## src/rtl/vector_element_sequencer_if.sv

```systemverilog
// Handshake and beat bus between vector decode and the element sequencer.
// The master is the decode/lane side; the slave is the sequencer itself.
interface vector_element_sequencer_if #(
   parameter int unsigned NUM_LANES = 2,
   parameter int unsigned VLEN      = 128,
   parameter int unsigned VL_WIDTH  = 8
);
   localparam int unsigned EIR_W = $clog2(VLEN / 8);

   logic                 start;
   logic                 ready;
   logic [VL_WIDTH-1:0]  vl;
   logic [VL_WIDTH-1:0]  vstart;
   logic [1:0]           sew;
   logic                 stall;
   logic                 flush;
   logic                 issue_valid;
   logic [VL_WIDTH-1:0]  elem_idx;
   logic [NUM_LANES-1:0] lane_active;
   logic [2:0]           vreg_offset;
   logic [EIR_W-1:0]     elem_in_reg;
   logic                 first;
   logic                 last;
   logic                 busy;
   logic                 done;

   modport master (
      output start, vl, vstart, sew, stall, flush,
      input  ready, issue_valid, elem_idx, lane_active, vreg_offset, elem_in_reg,
             first, last, busy, done
   );

   modport slave (
      input  start, vl, vstart, sew, stall, flush,
      output ready, issue_valid, elem_idx, lane_active, vreg_offset, elem_in_reg,
             first, last, busy, done
   );
endinterface

```

## src/rtl/vector_element_sequencer.sv

```systemverilog
// Steps one vector instruction from vstart to vl-1, NUM_LANES elements per beat.
// Optional VECTOR_SEQ_PERF_EN adds instruction and stall performance counters.
module vector_element_sequencer #(
   parameter int unsigned NUM_LANES = 2,
   parameter int unsigned VLEN      = 128,
   parameter int unsigned VL_WIDTH  = 8
) (
   input  logic                        CLK,
   input  logic                        nRST,
   vector_element_sequencer_if.slave   seq
`ifdef VECTOR_SEQ_PERF_EN
   ,
   output logic [31:0]                 perf_insn_cnt,
   output logic [31:0]                 perf_stall_cnt
`endif
);
   localparam int unsigned EIR_W = $clog2(VLEN / 8);

   typedef enum logic [1:0] {StIdle, StRun, StDone} state_t;

   state_t              state_q;
   logic [VL_WIDTH-1:0] elem_idx_q;
   logic [VL_WIDTH-1:0] vl_q;
   logic [VL_WIDTH-1:0] vstart_q;
   logic [1:0]          sew_q;

   logic                run;
   logic [VL_WIDTH:0]   next_sum;
   logic                last_beat;
   logic [3:0]          shift_amt;

   assign run = (state_q == StRun);

   // One extra bit so the compare cannot wrap when vl == VLEN.
   assign next_sum  = {1'b0, elem_idx_q} + (VL_WIDTH + 1)'(NUM_LANES);
   assign last_beat = (next_sum >= {1'b0, vl_q});

   for (genvar i = 0; i < NUM_LANES; i++) begin : g_lane
      logic [VL_WIDTH:0] lane_sum;
      assign lane_sum            = {1'b0, elem_idx_q} + (VL_WIDTH + 1)'(i);
      assign seq.lane_active[i]  = run && (lane_sum < {1'b0, vl_q});
   end

   // log2(elements per register) = log2(VLEN/8) - sew.
   assign shift_amt       = 4'(EIR_W) - {2'b00, sew_q};
   assign seq.vreg_offset = 3'(elem_idx_q >> shift_amt);
   assign seq.elem_in_reg = EIR_W'(elem_idx_q & ~({VL_WIDTH{1'b1}} << shift_amt));

   assign seq.ready       = (state_q == StIdle);
   assign seq.busy        = (state_q != StIdle);
   assign seq.done        = (state_q == StDone);
   assign seq.issue_valid = run;
   assign seq.elem_idx    = elem_idx_q;
   assign seq.first       = run && (elem_idx_q == vstart_q);
   assign seq.last        = run && last_beat;

   always_ff @(posedge CLK or negedge nRST) begin
      if (!nRST) begin
         state_q    <= StIdle;
         elem_idx_q <= '0;
         vl_q       <= '0;
         vstart_q   <= '0;
         sew_q      <= '0;
      end else if (seq.flush) begin
         state_q <= StIdle;
      end else begin
         unique case (state_q)
            StIdle: begin
               if (seq.start) begin
                  vl_q       <= seq.vl;
                  vstart_q   <= seq.vstart;
                  sew_q      <= seq.sew;
                  elem_idx_q <= seq.vstart;
                  if (seq.sew == 2'd3 || seq.vstart >= seq.vl) begin
                     state_q <= StDone;
                  end else begin
                     state_q <= StRun;
                  end
               end
            end
            StRun: begin
               if (!seq.stall) begin
                  if (last_beat) begin
                     state_q <= StDone;
                  end else begin
                     elem_idx_q <= next_sum[VL_WIDTH-1:0];
                  end
               end
            end
            StDone:  state_q <= StIdle;
            default: state_q <= StIdle;
         endcase
      end
   end

`ifdef VECTOR_SEQ_PERF_EN
   always_ff @(posedge CLK or negedge nRST) begin
      if (!nRST) begin
         perf_insn_cnt  <= '0;
         perf_stall_cnt <= '0;
      end else begin
         if (state_q == StDone) begin
            perf_insn_cnt <= perf_insn_cnt + 32'd1;
         end
         if (run && seq.stall) begin
            perf_stall_cnt <= perf_stall_cnt + 32'd1;
         end
      end
   end
`endif
endmodule

```

## src/flat_wrapper.sv

```systemverilog
// flat-port wrapper written by rule: the top's interface ports become plain ports
module vector_element_sequencer_flat 
#(
   parameter int unsigned NUM_LANES = 2,
   parameter int unsigned VLEN      = 128,
   parameter int unsigned VL_WIDTH  = 8
)
  (CLK, nRST, seq_start, seq_vl, seq_vstart, seq_sew, seq_stall, seq_flush, seq_ready, seq_issue_valid, seq_elem_idx, seq_lane_active, seq_vreg_offset, seq_elem_in_reg, seq_first, seq_last, seq_busy, seq_done);
  vector_element_sequencer_if #(.NUM_LANES(NUM_LANES), .VLEN(VLEN), .VL_WIDTH(VL_WIDTH)) seq_i ();
  input  logic CLK;
  input  logic nRST;
  input wire logic [$bits(seq_i.start)-1:0] seq_start;
  input wire logic [$bits(seq_i.vl)-1:0] seq_vl;
  input wire logic [$bits(seq_i.vstart)-1:0] seq_vstart;
  input wire logic [$bits(seq_i.sew)-1:0] seq_sew;
  input wire logic [$bits(seq_i.stall)-1:0] seq_stall;
  input wire logic [$bits(seq_i.flush)-1:0] seq_flush;
  output wire logic [$bits(seq_i.ready)-1:0] seq_ready;
  output wire logic [$bits(seq_i.issue_valid)-1:0] seq_issue_valid;
  output wire logic [$bits(seq_i.elem_idx)-1:0] seq_elem_idx;
  output wire logic [$bits(seq_i.lane_active)-1:0] seq_lane_active;
  output wire logic [$bits(seq_i.vreg_offset)-1:0] seq_vreg_offset;
  output wire logic [$bits(seq_i.elem_in_reg)-1:0] seq_elem_in_reg;
  output wire logic [$bits(seq_i.first)-1:0] seq_first;
  output wire logic [$bits(seq_i.last)-1:0] seq_last;
  output wire logic [$bits(seq_i.busy)-1:0] seq_busy;
  output wire logic [$bits(seq_i.done)-1:0] seq_done;
  assign seq_i.start = seq_start;
  assign seq_i.vl = seq_vl;
  assign seq_i.vstart = seq_vstart;
  assign seq_i.sew = seq_sew;
  assign seq_i.stall = seq_stall;
  assign seq_i.flush = seq_flush;
  assign seq_ready = seq_i.ready;
  assign seq_issue_valid = seq_i.issue_valid;
  assign seq_elem_idx = seq_i.elem_idx;
  assign seq_lane_active = seq_i.lane_active;
  assign seq_vreg_offset = seq_i.vreg_offset;
  assign seq_elem_in_reg = seq_i.elem_in_reg;
  assign seq_first = seq_i.first;
  assign seq_last = seq_i.last;
  assign seq_busy = seq_i.busy;
  assign seq_done = seq_i.done;
  vector_element_sequencer #(.NUM_LANES(NUM_LANES), .VLEN(VLEN), .VL_WIDTH(VL_WIDTH)) u_core (.CLK(CLK), .nRST(nRST), .seq(seq_i));
endmodule
```

## config.mk

```make
export PLATFORM = sky130hd
export DESIGN_NAME = vector_element_sequencer_flat
export DESIGN_NICKNAME = d
export VERILOG_FILES = /design/src/rtl/vector_element_sequencer_if.sv /design/src/rtl/vector_element_sequencer.sv /design/src/flat_wrapper.sv
export SDC_FILE = /design/constraint.sdc
export NUM_CORES = 1
export LEC_CHECK = 0
export ABC_AREA = 1
export CAP_MARGIN = 20
export CORE_MARGIN = 4
export CORE_UTILIZATION = 45
export DETAILED_ROUTE_END_ITERATION = 16
export HOLD_SLACK_MARGIN = 0.08
export PLACE_DENSITY = 0.79
export REMOVE_ABC_BUFFERS = 1
export SETUP_SLACK_MARGIN = 0.05
export SLEW_MARGIN = 0
export SYNTH_ARGS = -nofsm -noshare
export SYNTH_HDL_FRONTEND = slang
export SYNTH_SLANG_ARGS = --single-unit
```

## constraint.sdc

```tcl
create_clock -name CLK -period 7.6 [get_ports CLK]
set_clock_uncertainty 0.2 [all_clocks]
set_input_delay 1.52 -clock CLK [delete_from_list [all_inputs] [get_ports CLK]]
set_output_delay 1.52 -clock CLK [all_outputs]
set_load 0.01 [all_outputs]
```

==> summary.md <==
| Metric | Value |
|---|---|
| Outcome | finished, final reports clean |
| Die Wd | 83.0 µm |
| Worst Path Max Fanout | 10 |
| Post-Syn Area per Cell | 7.14 µm² |
| Hold Buf Count CTS | 0 |
| RSZ-0062 raised after global routing | false |
| Critical path class | reg2out |
| Prevailing post-synth register cell | dfrtp_1 |
| CTS buffer count | 3 |
| Post-synth top area share | 27.7% |
| Row count | 27 |
| Cells after synthesis | 355 |
| Max Fclk | 208 MHz |
| Area of the core | 0.00547 mm² |
| Post-layout util | 56.5% |
| Placed Cells | 463 |
| Non-Filler Instances | 467 |
| Type of the tightest min-delay check | reg2reg |
| Critical Path RT | 5.88 ns |
| Seq/Total Area, Yosys | 27.7% |
| I/O pins | 46 |
| Data arrival, critical path | 3.09 ns |
| Count leader, synth | nand2_1 |
| Fillers | 530 |
| EDFF count, synth | 0 |
| Area Overhead vs Synth | 22.0% |
| Slew headroom | 41.8% |
| R2R Setup Slk | 4.84 ns |
| Top cell type by total area after synthesis | dfrtp_1 |
| Post-route setup TNS | 0 ns |
| CTS tree | built |
| Yosys reg bits | 28 |
| Total power | 1.10 mW |
| Mapped Area | 0.00253 mm² |
| Root Driver | clkbuf_8 |
| Post-route clock period utilization | 63.3% |
| H-Tree Depth | 1 |
| Async SR Flop Fraction | 100% |
| PD cells | 356 mW/mm² |
| Initial antenna violation count | 0 |
| Clk sinks | 28 |
| Antenna Cells | 0 |
| Max VDD drop | 0.145 mV |
| Share of cells above drive strength 1 | 5.32% |
| Area of the multi-input gates | 0.00155 mm² |
| CP Launch Type | flip-flop |
| DP Area | 0.00302 mm² |
| Vias | 2388 |
| Placer Congestion | 0.957 |
| Detailed placement HPWL | 5150 µm |
| Clk buf depth | 2 |
| DRC violations left | 0 |
| Routed wire length per instance | 13.5 µm |
| Design Area, Final | 0.00309 mm² |
| Antenna-violating nets left | 0 |
| Yosys warnings | 0 |
| FF/Latch Area | 701 µm² |
| Via density | 5.11 |
| Most frequent cells after synthesis | nand2_1 (101), inv_1 (53), ha_1 (35) |
| Worst skew pair latency | 0.27 ns |
| Final net count | 454 |
| Yosys cell types | 41 |
| First-pass GRT wire length | 10800 µm |
| Port bufs | 45 |
| Top post-synthesis cells by area | dfrtp_1 (28%), ha_1 (17%), nand2_1 (15%) |
| Crit. End Element | primary output |
| Grt total ovfl | 0 |
| Leakage | 1.61 nW |
| Final worst path period need | 4.81 ns |
| Die area | 0.00689 mm² |
| Max-Cap Viols | 0 |
| Tightest Pin Transition | 0.871 ns |
| Starting Density | 46.3% |
| Final setup violation count | 0 |
| DRT iter0 DRCs | 127 |
| Vias in the first global route | 2371 |
| Total track usage | 18.7% |
| Slew Viols, Final | 0 |
| Reg clk slew, reported paths | 0.10 ns |
| DR pass1 iterations | 4 |
| Largest net degree at the start of global routing | 29 |
| CTS-repair resized insts | 0 |
| Detailed Route WL | 6300 µm |
| Final Hold Vio Count | 0 |
| Post-CTS Setup Bufs | 0 |
| Die span in y | 83.0 µm |
-- metal layers --
layer / vias to the layer above / GRT usage [%] / wire length [µm] / share of wire, %
met5: - / 0 / 0 / 0
met4: 0 / 5.05 / 70 / 1.1
met3: 6 / 1.88 / 335 / 5.3
met2: 68 / 32.2 / 3040 / 48
met1: 1091 / 24.8 / 2860 / 45
li1: 1223 / - / - / -
-- worst max-delay path, cell delays in order, from the launching register on --
cell and delay [ns]:
dfrtp_1 0.61, ha_1 0.28, nand2_1 0.09, inv_2 0.08, nand2_2 0.07, xor2_1 0.33
nand2_1 0.08, o21ai_0 0.09, ha_1 0.26, nand4_1 0.11, a21oi_1 0.05, nor2_1 0.08
nand2_1 0.05, nor2_1 0.08, clkdlybuf4s50_1 0.54
-- cells in the final DEF (no fill, tap or decap), types with 3 or more instances in the layout --
master	Yosys	layout
dfrtp_1	28	28
nand3_1	14	14
inv_1	53	53
ha_1	35	35
o22ai_1	3	3
clkdlybuf4s50_1	0	45
nor2_1	19	19
a21oi_1	16	16
o21ai_0	32	32
nand2_1	101	101
clkbuf_8	0	3
nand4_1	4	4
xor2_1	7	7
-- kinds of logic after synthesis --
group	count (synthesis)	share of synthesized area [%]
AO/OA/AOI/OAI	65	14.5
buffers and inverters	67	11.1
adder cells (fa/ha/maj)	35	17.3
flip-flops	28	27.7
XOR/XNOR	10	3.75
AND/OR/NAND/NOR	150	25.7
-- stage by stage --
step	hold slack, ns	worst slack [ns]
3_3_place_gp	0.270	3.21
6_report	0.301	2.79
2_1_floorplan	0.253	3.87
3_5_place_dp	0.280	3.15
5_1_grt	0.344	2.54
4_1_cts	0.304	2.82
-- flip-flops by register name, summed over array words and instances (netlist names) --
signal / flops
u_core.seq.elem_idx: 8
u_core.sew_q: 2
u_core.state_q: 2
u_core.vstart_q: 8
u_core.vl_q: 8
-- layout make-up --
| cell class | instances | share of cell area, % |
|---|---|---|
| well taps | 72 | 2.91 |
| flip-flops and latches | 28 | 22.7 |
| repair buffers | 46 | 14.8 |
| clock buffers | 3 | 1.34 |
| multi-input cells | 260 | 50.2 |
| inverters | 57 | 7.09 |
| clock inverters | 1 | 0.972 |
-- power by group --
part	switching [mW]	internal [mW]
Clock	0.0460	0.0705
Sequential	0.0899	0.201
Combinational	0.382	0.311
-- worst paths after layout --
check,depth (start not counted),from,endpoint
hold reg to reg,2,u_core.vl_q[2],u_core.vl_q[2]
max in group asynchronous,2,nRST,u_core.vstart_q[0]
hold / removal,2,u_core.vl_q[2],u_core.vl_q[2]
setup / recovery,14,u_core.seq.elem_idx[2],seq_lane_active[1]
setup reg to reg,16,u_core.seq.elem_idx[2],u_core.seq.elem_idx[5]
min in group asynchronous,2,nRST,u_core.sew_q[0]
No activity file was read; power rests on OpenSTA's default activity.
